## src/rtl/alu_muldiv.sv

```systemverilog
// Integer ALU with iterative multiply and restoring unsigned divide.
// One operation in flight; valid/ready handshake on both the operation and the result sides.
module alu_muldiv #(
   parameter int unsigned XLEN = 64,
   parameter int unsigned SHW  = $clog2(XLEN)
) (
   input  logic            clk,
   input  logic            rst_n,
   input  logic            in_valid,
   output logic            in_ready,
   input  logic [XLEN-1:0] in1,
   input  logic [XLEN-1:0] in2,
   input  logic [3:0]      ALUop,
   output logic            out_valid,
   input  logic            out_ready,
   output logic [XLEN-1:0] out,
   output logic            zflag,
   output logic            illegal
);

   localparam logic [3:0] OpMul  = 4'b1001;
   localparam logic [3:0] OpDivu = 4'b1010;

   typedef enum logic [1:0] {IDLE, BUSY, DONE} state_t;

   state_t            state_q, state_d;
   logic [XLEN-1:0]   a_q, b_q, acc_q, res_q;
   logic [3:0]        op_q;
   logic [SHW-1:0]    cnt_q;
   logic              ill_q;

   logic [XLEN-1:0]   alu_res;
   logic              alu_ill, is_multi;
   logic [SHW-1:0]    shamt;
   logic              accept, last;
   logic [XLEN:0]     div_sh, div_diff;
   logic [XLEN-1:0]   rem_nx, quo_nx, mul_nx;

   assign shamt     = in2[SHW-1:0];
   assign in_ready  = (state_q == IDLE) || ((state_q == DONE) && out_ready);
   assign out_valid = (state_q == DONE);
   assign accept    = in_valid && in_ready;
   assign last      = (cnt_q == SHW'(XLEN - 1));
   assign out       = res_q;
   assign zflag     = (res_q == '0);
   assign illegal   = ill_q;

   always_comb begin
      alu_res  = '0;
      alu_ill  = 1'b0;
      is_multi = 1'b0;
      case (ALUop)
         4'b0000: alu_res = in1 & in2;
         4'b0001: alu_res = in1 | in2;
         4'b0010: alu_res = in1 + in2;
         4'b0110: alu_res = in1 - in2;
         4'b0111: alu_res = {{(XLEN-1){1'b0}}, $signed(in1) < $signed(in2)};
         4'b1100: alu_res = ~(in1 | in2);
         4'b0011: alu_res = in1 ^ in2;
         4'b0100: alu_res = in1 << shamt;
         4'b0101: alu_res = in1 >> shamt;
         4'b1101: alu_res = $signed(in1) >>> shamt;
         4'b1000: alu_res = {{(XLEN-1){1'b0}}, in1 < in2};
         4'b1001, 4'b1010, 4'b1011: is_multi = 1'b1;
         default: alu_ill = 1'b1;
      endcase
   end

   // MUL: a_q multiplicand (shifts left), b_q multiplier (shifts right), acc_q product.
   // DIV: a_q divisor, b_q dividend shifting out / quotient shifting in, acc_q remainder.
   always_comb begin
      mul_nx   = b_q[0] ? acc_q + a_q : acc_q;
      div_sh   = {acc_q, b_q[XLEN-1]};
      div_diff = div_sh - {1'b0, a_q};
      if (!div_diff[XLEN]) begin
         rem_nx = div_diff[XLEN-1:0];
         quo_nx = {b_q[XLEN-2:0], 1'b1};
      end else begin
         rem_nx = div_sh[XLEN-1:0];
         quo_nx = {b_q[XLEN-2:0], 1'b0};
      end
   end

   always_comb begin
      state_d = state_q;
      case (state_q)
         IDLE: if (accept) state_d = is_multi ? BUSY : DONE;
         BUSY: if (last) state_d = DONE;
         DONE: begin
            if (accept) state_d = is_multi ? BUSY : DONE;
            else if (out_ready) state_d = IDLE;
         end
         default: state_d = IDLE;
      endcase
   end

   always_ff @(posedge clk or negedge rst_n) begin
      if (!rst_n) begin
         state_q <= IDLE;
         a_q     <= '0;
         b_q     <= '0;
         acc_q   <= '0;
         res_q   <= '0;
         op_q    <= '0;
         cnt_q   <= '0;
         ill_q   <= 1'b0;
      end else begin
         state_q <= state_d;
         if (accept) begin
            op_q  <= ALUop;
            cnt_q <= '0;
            if (is_multi) begin
               a_q   <= (ALUop == OpMul) ? in1 : in2;
               b_q   <= (ALUop == OpMul) ? in2 : in1;
               acc_q <= '0;
            end else begin
               res_q <= alu_res;
               ill_q <= alu_ill;
            end
         end else if (state_q == BUSY) begin
            cnt_q <= cnt_q + 1'b1;
            if (op_q == OpMul) begin
               acc_q <= mul_nx;
               a_q   <= a_q << 1;
               b_q   <= b_q >> 1;
            end else begin
               acc_q <= rem_nx;
               b_q   <= quo_nx;
            end
            if (last) begin
               res_q <= (op_q == OpMul) ? mul_nx : (op_q == OpDivu) ? quo_nx : rem_nx;
               ill_q <= 1'b0;
            end
         end
      end
   end

endmodule

```

## config.mk

```make
export PLATFORM = sky130hd
export DESIGN_NAME = alu_muldiv
export DESIGN_NICKNAME = d
export VERILOG_FILES = /design/src/rtl/alu_muldiv.sv
export SDC_FILE = /design/constraint.sdc
export NUM_CORES = 2
export LEC_CHECK = 0
export ABC_CLOCK_PERIOD_IN_PS = 4700
export CAP_MARGIN = 20
export CORE_MARGIN = 2
export CORE_UTILIZATION = 30
export DETAILED_ROUTE_END_ITERATION = 6
export MAX_ROUTING_LAYER = met4
export SYNTH_ARGS = -nofsm -noshare
export SYNTH_HDL_FRONTEND = slang
export SYNTH_SLANG_ARGS = --single-unit
```

## constraint.sdc

```tcl
create_clock -name clk -period 4.7 [get_ports clk]
set_clock_uncertainty 0.15 [all_clocks]
set_input_delay 0.94 -clock clk [delete_from_list [all_inputs] [get_ports clk]]
set_output_delay 0.94 -clock clk [all_outputs]
set_load 0.005 [all_outputs]
```

==> Word-level counts from Yosys, hierarchy flattened <==
Index checks and enable logic that the tools add are counted.
{ "totals": {"ff_bits": 269, "output_inout_bits": 68} }
{ "classes": {"add_sub_neg": 5, "n_lt_le_gt_ge": 2, "eq_ne": 23, "shifts": 3, "n_mux": 38, "bitwise": 4, "reduce_logical": 15} }
{ "op_table": {"columns": ["op", "n"], "rows": [
  ["64-bit 2-to-1 mux", 22],
  ["64-bit one-hot mux with 11 select lines", 1],
  ["64-bit adder", 2],
  ["64-bit < comparator", 2],
  ["65-bit by 64-bit subtractor with 65-bit output", 1],
  ["64-bit bitwise AND", 1],
  ["64-bit logical NOT", 1],
  ["64-bit inverter", 1],
  ["64-bit bitwise OR", 1],
  ["64-bit by 6-bit << shifter with 64-bit output", 1],
  ["64-bit by 6-bit >> shifter with 64-bit output", 1],
  ["64-bit by 6-bit >>> shifter with 64-bit output", 1],
  ["64-bit subtractor", 1],
  ["64-bit bitwise XOR", 1],
  ["4-bit == test (second input constant)", 8],
  ["4-bit by 3-bit == test with 1-bit output (second input constant)", 4],
  ["14-bit OR reduction", 1],
  ["6-bit 2-to-1 mux", 2],
  ["2-bit 2-to-1 mux", 5],
  ["3-bit AND reduction", 3],
  ["4-bit by 2-bit == test with 1-bit output (second input constant)", 2],
  ["2-bit inequality test (second input constant)", 4],
  ["1-bit 2-to-1 mux", 7],
  ["6-bit by 1-bit adder with 6-bit output (second input constant)", 1],
  ["13 further kinds", 16]
]} }

==> Logic depth before layout (Yosys ltp) <==
{ "depth": {"ltp_word": 7, "depth_mapped": 19, "ltp_nobuf": 16} }

==> Worst setup path before layout <==
OpenSTA, ideal clock, no wires.
{ "synth_path": {"kind": "input to register", "start": "in in2[3]", "end": "reg res_q[61] (netlist: out[61])", "t_arrival_ns": 4.786, "t_required_ns": 4.424, "setup_slack_ns": -0.362, "cell_stages": 18, "path_buffers": 4, "cell_sequence": "clkbuf_1 inv_1 clkbuf_1 clkbuf_1 clkbuf_1 ha_1 inv_1 o221ai_1 a21oi_1 a211oi_2 a221oi_1 o21a_1 a21oi_2 o21bai_2 a21oi_1 nor3b_1 o211a_1 o32a_1"} }
{ "synth_via": {"elab_chain_len": 4, "word_cells_on_any_way": 8, "classes_between": "2 x add/sub; 3 x shift; 3 x mux"} }
{ "synth_rtl": {"columns": ["item", "line_no", "source"], "rows": [
  ["start: declaration", "12", "input logic [XLEN-1:0] in2,"],
  ["64-bit subtractor (tied with other cells)", "56", "4'b0110: alu_res = in1 - in2;"],
  ["64-bit one-hot mux with 11 select lines (*)", "52", "case (ALUop)"],
  ["64-bit 2-to-1 mux (*)", "112", "if (is_multi) begin"],
  ["64-bit 2-to-1 mux (*)", "109", "if (accept) begin"],
  ["end signal: assignment", "117", "res_q <= alu_res;"],
  ["end signal: assignment", "131", "res_q <= (op_q == OpMul) ? mul_nx : (op_q == OpDivu) ? quo_nx : rem_nx;"],
  ["end: declaration", "27", "logic [XLEN-1:0] a_q, b_q, acc_q, res_q;"]
]} }
Mark *: on every way between the ends. The rest lies on a longest branch, timed or not. The select of a mux whose other input is x is not followed.
A chain may end at the register's enable or synchronous reset.

==> Final worst setup path <==
{ "layout_path": {"start": "in in2[27]", "end": "reg res_q[62] (netlist: out[62])"} }
{ "layout_via": {"elab_chain_len": 4, "word_cells_on_any_way": 5, "classes_between": "2 x add/sub; 3 x mux"} }
{ "layout_rtl": {"columns": ["item", "line_no"], "rows": [
  ["64-bit subtractor / 64-bit adder (equally long branches)", "56, 55"],
  ["64-bit one-hot mux with 11 select lines (*)", "52"],
  ["64-bit 2-to-1 mux (*)", "112"],
  ["64-bit 2-to-1 mux (*)", "109"]
]} }
Marked as above.

==> run summary <==
For the insertion delay of the later-clocked pin in the worst-skew pair, the log shows 0.60 ns. The critical path goes through clkdlybuf4s50_1 -> inv_1 -> ha_1 -> inv_1 -> a21oi_1 -> o31ai_1 -> a31oi_1 -> o31ai_1 -> o31ai_2 -> buf_4 -> o21ai_4 -> nand4_1 -> buf_4 -> o31a_1 -> o211ai_1 -> o22ai_2 -> a41oi_1. The count of flip-flops with a built-in enable after synthesis is 0, and the slack of the critical path is 0.0252 ns. The internal power of the cells totals 14.1 mW. The share of post-route cells with drive strength above 1 came out at 24.7%.

For the post-place setup slack, the log shows -1.15 ns. By area the synthesized netlist is led by dfrtp_1 (15%), ha_1 (9.2%), a21oi_1 (9.0%). The synthesized design devotes to its leading area cell type 15.3% of total area. Relative to the synthesized area, the layout overhead comes to 36.5%. After floorplanning, the core was divided into 140 placement rows.

The total area inside the core boundary comes to 146000 um2. TritonCTS built the clock tree. The critical path's slowest cell is clkdlybuf4s50_1. For the final weighted congestion in routability-driven placement, the log shows 1.07. For this run, the total global-route usage over all layers was measured as 38.2%. The type of destination of the critical path was a flip-flop.

The tree built by TritonCTS fans out to 269 sinks. No sink is reached through more buffers than the 3 on the longest clock path. In this design, the stage delay of the slowest critical-path cell is 0.65 ns.

After synthesis, flip-flops and latches occupy 15.3% of the total area. The number of global-route vias before repair was 53600; the pin count of the biggest net entering global routing was 191. The number of cells on the worst reg-to-reg path is 15.

After synthesis the netlist holds a flip-flop and latch count of 269. Data on the critical path arrives at its endpoint at 5.04 ns. Among all flip-flop cells after synthesis, the most frequent one is dfrtp_1.

The clock period could shrink to 4.67 ns. Final setup violation count: 0. The worst register-to-register path begins at a_q[0].

The overall die width is 387 um, and the remaining max-slew budget at the tightest pin is 28.4%. The largest total area in the synthesized netlist belongs to dfrtp_1. TritonCTS created 29 clock buffers.

The number of design rule violations left after detail routing is 0. Sequential cells account for 14.8% of the total power. The post-synth net total was 6874; the net switching component of the power was 15.6 mW. The per-cell routed wire length works out to 30.3 um.

The tightest min-delay check is of the in2async type. The total grt overflow was 0. The detail route stage leaves a number of antenna-violating nets equal to 0.

Wires add up to 291000 um. The tools report the setup slack of the most critical reg-to-reg path as 0.07 ns. The run finished with clean final reports. The run gives 0 as the total number of yosys warnings. Of all flip-flops after synthesis, the portion carrying an async set or reset was 100%. The standby leakage power is 27.2 nW, and the worst voltage drop across the vdd grid is 0.368 mV. Count of distinct cell types in the synthesized netlist: 106. In this run the clock root is driven by a clkbuf_16. The initial antenna violation count was 24. The kind of critical path is in2reg. The number of hold-slack violations in the final timing report came out at 0.

The length of the first detailed-routing pass in iterations is 6, and the count of mapped cells out of synthesis is 6411. Fraction of power spent switching nets: 52.6%. Once the floorplan was initialized, standard cells occupied 30.2% of the core. The tools report the critical register-to-register path endpoint as out[62]. In this run, the number of DRC markers left after iteration 0 of detailed routing was 7501. Each instance of the synthesized netlist takes up on average 6.87 um2. The deepest level of the CTS H-tree came out at 1. The maximum operating frequency was 214 MHz; the number of ports placed on the die boundary was 204. The total power divided by cell area came out at 493 nW/um2.

Along the worst path, the maximum fanout reaches 5. The first global-routing pass estimated 406000 um of wire. Input and output buffers added on the ports amount to 203. At the pin with the least slew margin, the transition time is 1.06 ns.

Mean number of vias per cell: 5.94. The final worst-path cycle share came out at 99.5%. For the total instance count after detailed placement, the log shows 9521. Per report_power, the clock group accounts for 8.6% of the total.

The logs give 0 for the final-report max-slew violation count and 76.6% for the share of power burned in combinational logic. The total vias in the final route was 57100; the number of nets at the end of the flow was 8116. The clock slew at the register clock pins of the worst setup and hold paths works out to 0.07 ns. The worst setup path is launched from an input pin.

The floorplan die height is 387 um, and the combined area of all synthesized cells is 44100 um2. The data required time at the worst endpoint came out at 5.06 ns. Max-cap violations in this run came to 0.

The die covers 150000 um2. The wire-length estimate of the detail-placed layout is 240000 um. Leaving out filler cells and counting taps, the final layout contains 9603.
## flip-flops by register name, indices dropped and copies added (netlist names)
register and cells:
out 64, cnt_q 6, acc_q 64, a_q 64, b_q 64, state_q 2, illegal 1, op_q 4
## cell families after synthesis
kind of cell / share of synthesized area [%]
flip-flops: 15.3
AO/OA/AOI/OAI: 33.5
AND/OR/NAND/NOR: 20.9
XOR/XNOR: 2.98
adder cells (fa/ha/maj): 9.35
buffers and inverters: 7.31
multiplexers: 10.7
## cell usage after synthesis, drive strengths merged (72+ instances only)
cell	n
a21oi	795
nand4	75
dfrtp	269
mux2i	217
a211oi	106
nand2	716
a21o	85
xnor2	102
ha	323
mux4	72
nor2	846
buf	141
inv	310
clkbuf	358
nor3	76
nand3	173
mux2	80
o21ai	640
a221oi	84
## power by group through the flow
| stage | Clock [mW] | Sequential, mW | Combinational, mW |
|---|---|---|---|
| after CTS | 2.58 | 4.33 | 22.0 |
| after global placement | 0 | 4.36 | 21.7 |
| after floorplan | 0 | 3.91 | 12.2 |
| after detailed placement | 0 | 4.37 | 21.7 |
| after global routing | 2.66 | 4.45 | 24.3 |
| final | 2.56 | 4.38 | 22.7 |
## cell usage in the layout, fill, tap and decap left out, types with 101 or more instances in the layout
cell type | Yosys | routed
nand3_1 | 173 | 171
nor2_1 | 845 | 841
a21oi_1 | 791 | 779
o21ai_0 | 594 | 581
ha_1 | 323 | 314
xnor2_1 | 102 | 101
mux2i_1 | 217 | 215
buf_4 | 12 | 1450
inv_1 | 307 | 303
dfrtp_1 | 269 | 268
nand2_1 | 716 | 709
clkdlybuf4s50_1 | 0 | 192
## per-stage QoR
stage	hold slack (ns)	utilization (%)	cell area, um2	setup TNS [ns]	total power [mW]
floorplan	0.288	-	44100	-0.0237	16.1
global placement	0.300	40.0	58300	-36.56	26.0
detailed placement	0.304	40.0	58300	-38.83	26.1
CTS	0.259	40.9	59600	-0.0244	28.9
global route	0.255	41.3	60100	-0.0173	31.4
finish	0.178	41.3	60100	0	29.7
## worst max-delay path, delay by kind of cell
kind / cells / cell delay [ns]
buffers and inverters: 5 / 1.27
AND/OR/NAND/NOR: 1 / 0.23
AO/OA/AOI/OAI: 10 / 2.21
adder cells (fa/ha/maj): 1 / 0.37
## worst max path at each step
stage	startpoint	end	slack, ns	cells past startpoint
global route	in1[4]	out[63]	-0.01	20
CTS	in1[0]	out[54]	-0.02	21
floorplan	in2[2]	out[61]	-0.02	19
global placement	in1[0]	out[56]	-1.12	17
finish	in2[27]	out[62]	0.03	17
detailed placement	in1[0]	out[54]	-1.15	21
## per-layer routing
metal | part of all wire, % | track usage [%]
met1 | 46 | 54.1
met2 | 42 | 55.2
met3 | 9.0 | 6.23
met4 | 3.5 | 11.2
met5 | 0 | -
## cell type report
class                   count  area [um2]
diodes                     11        27.5
inverters                 311        1170
clock inverters            19         225
flip-flops and latches    269        6740
fillers                 15400       85600
multi-input cells        5332       34800
clock buffers              34         774
well taps                1917        2400
repair buffers           1710       14000
## timing repair
| action | CTS | global route |
|---|---|---|
| gates resized for setup | 48 | 80 |
| pin swaps | 11 | 33 |
| cloned | 0 | 2 |
| hold buffers | 0 | 0 |
| buffers inserted | 3 | 13 |
| setup endpoints to repair | 76 | 54 |
Note: power is estimated with default switching activity, not from simulation.
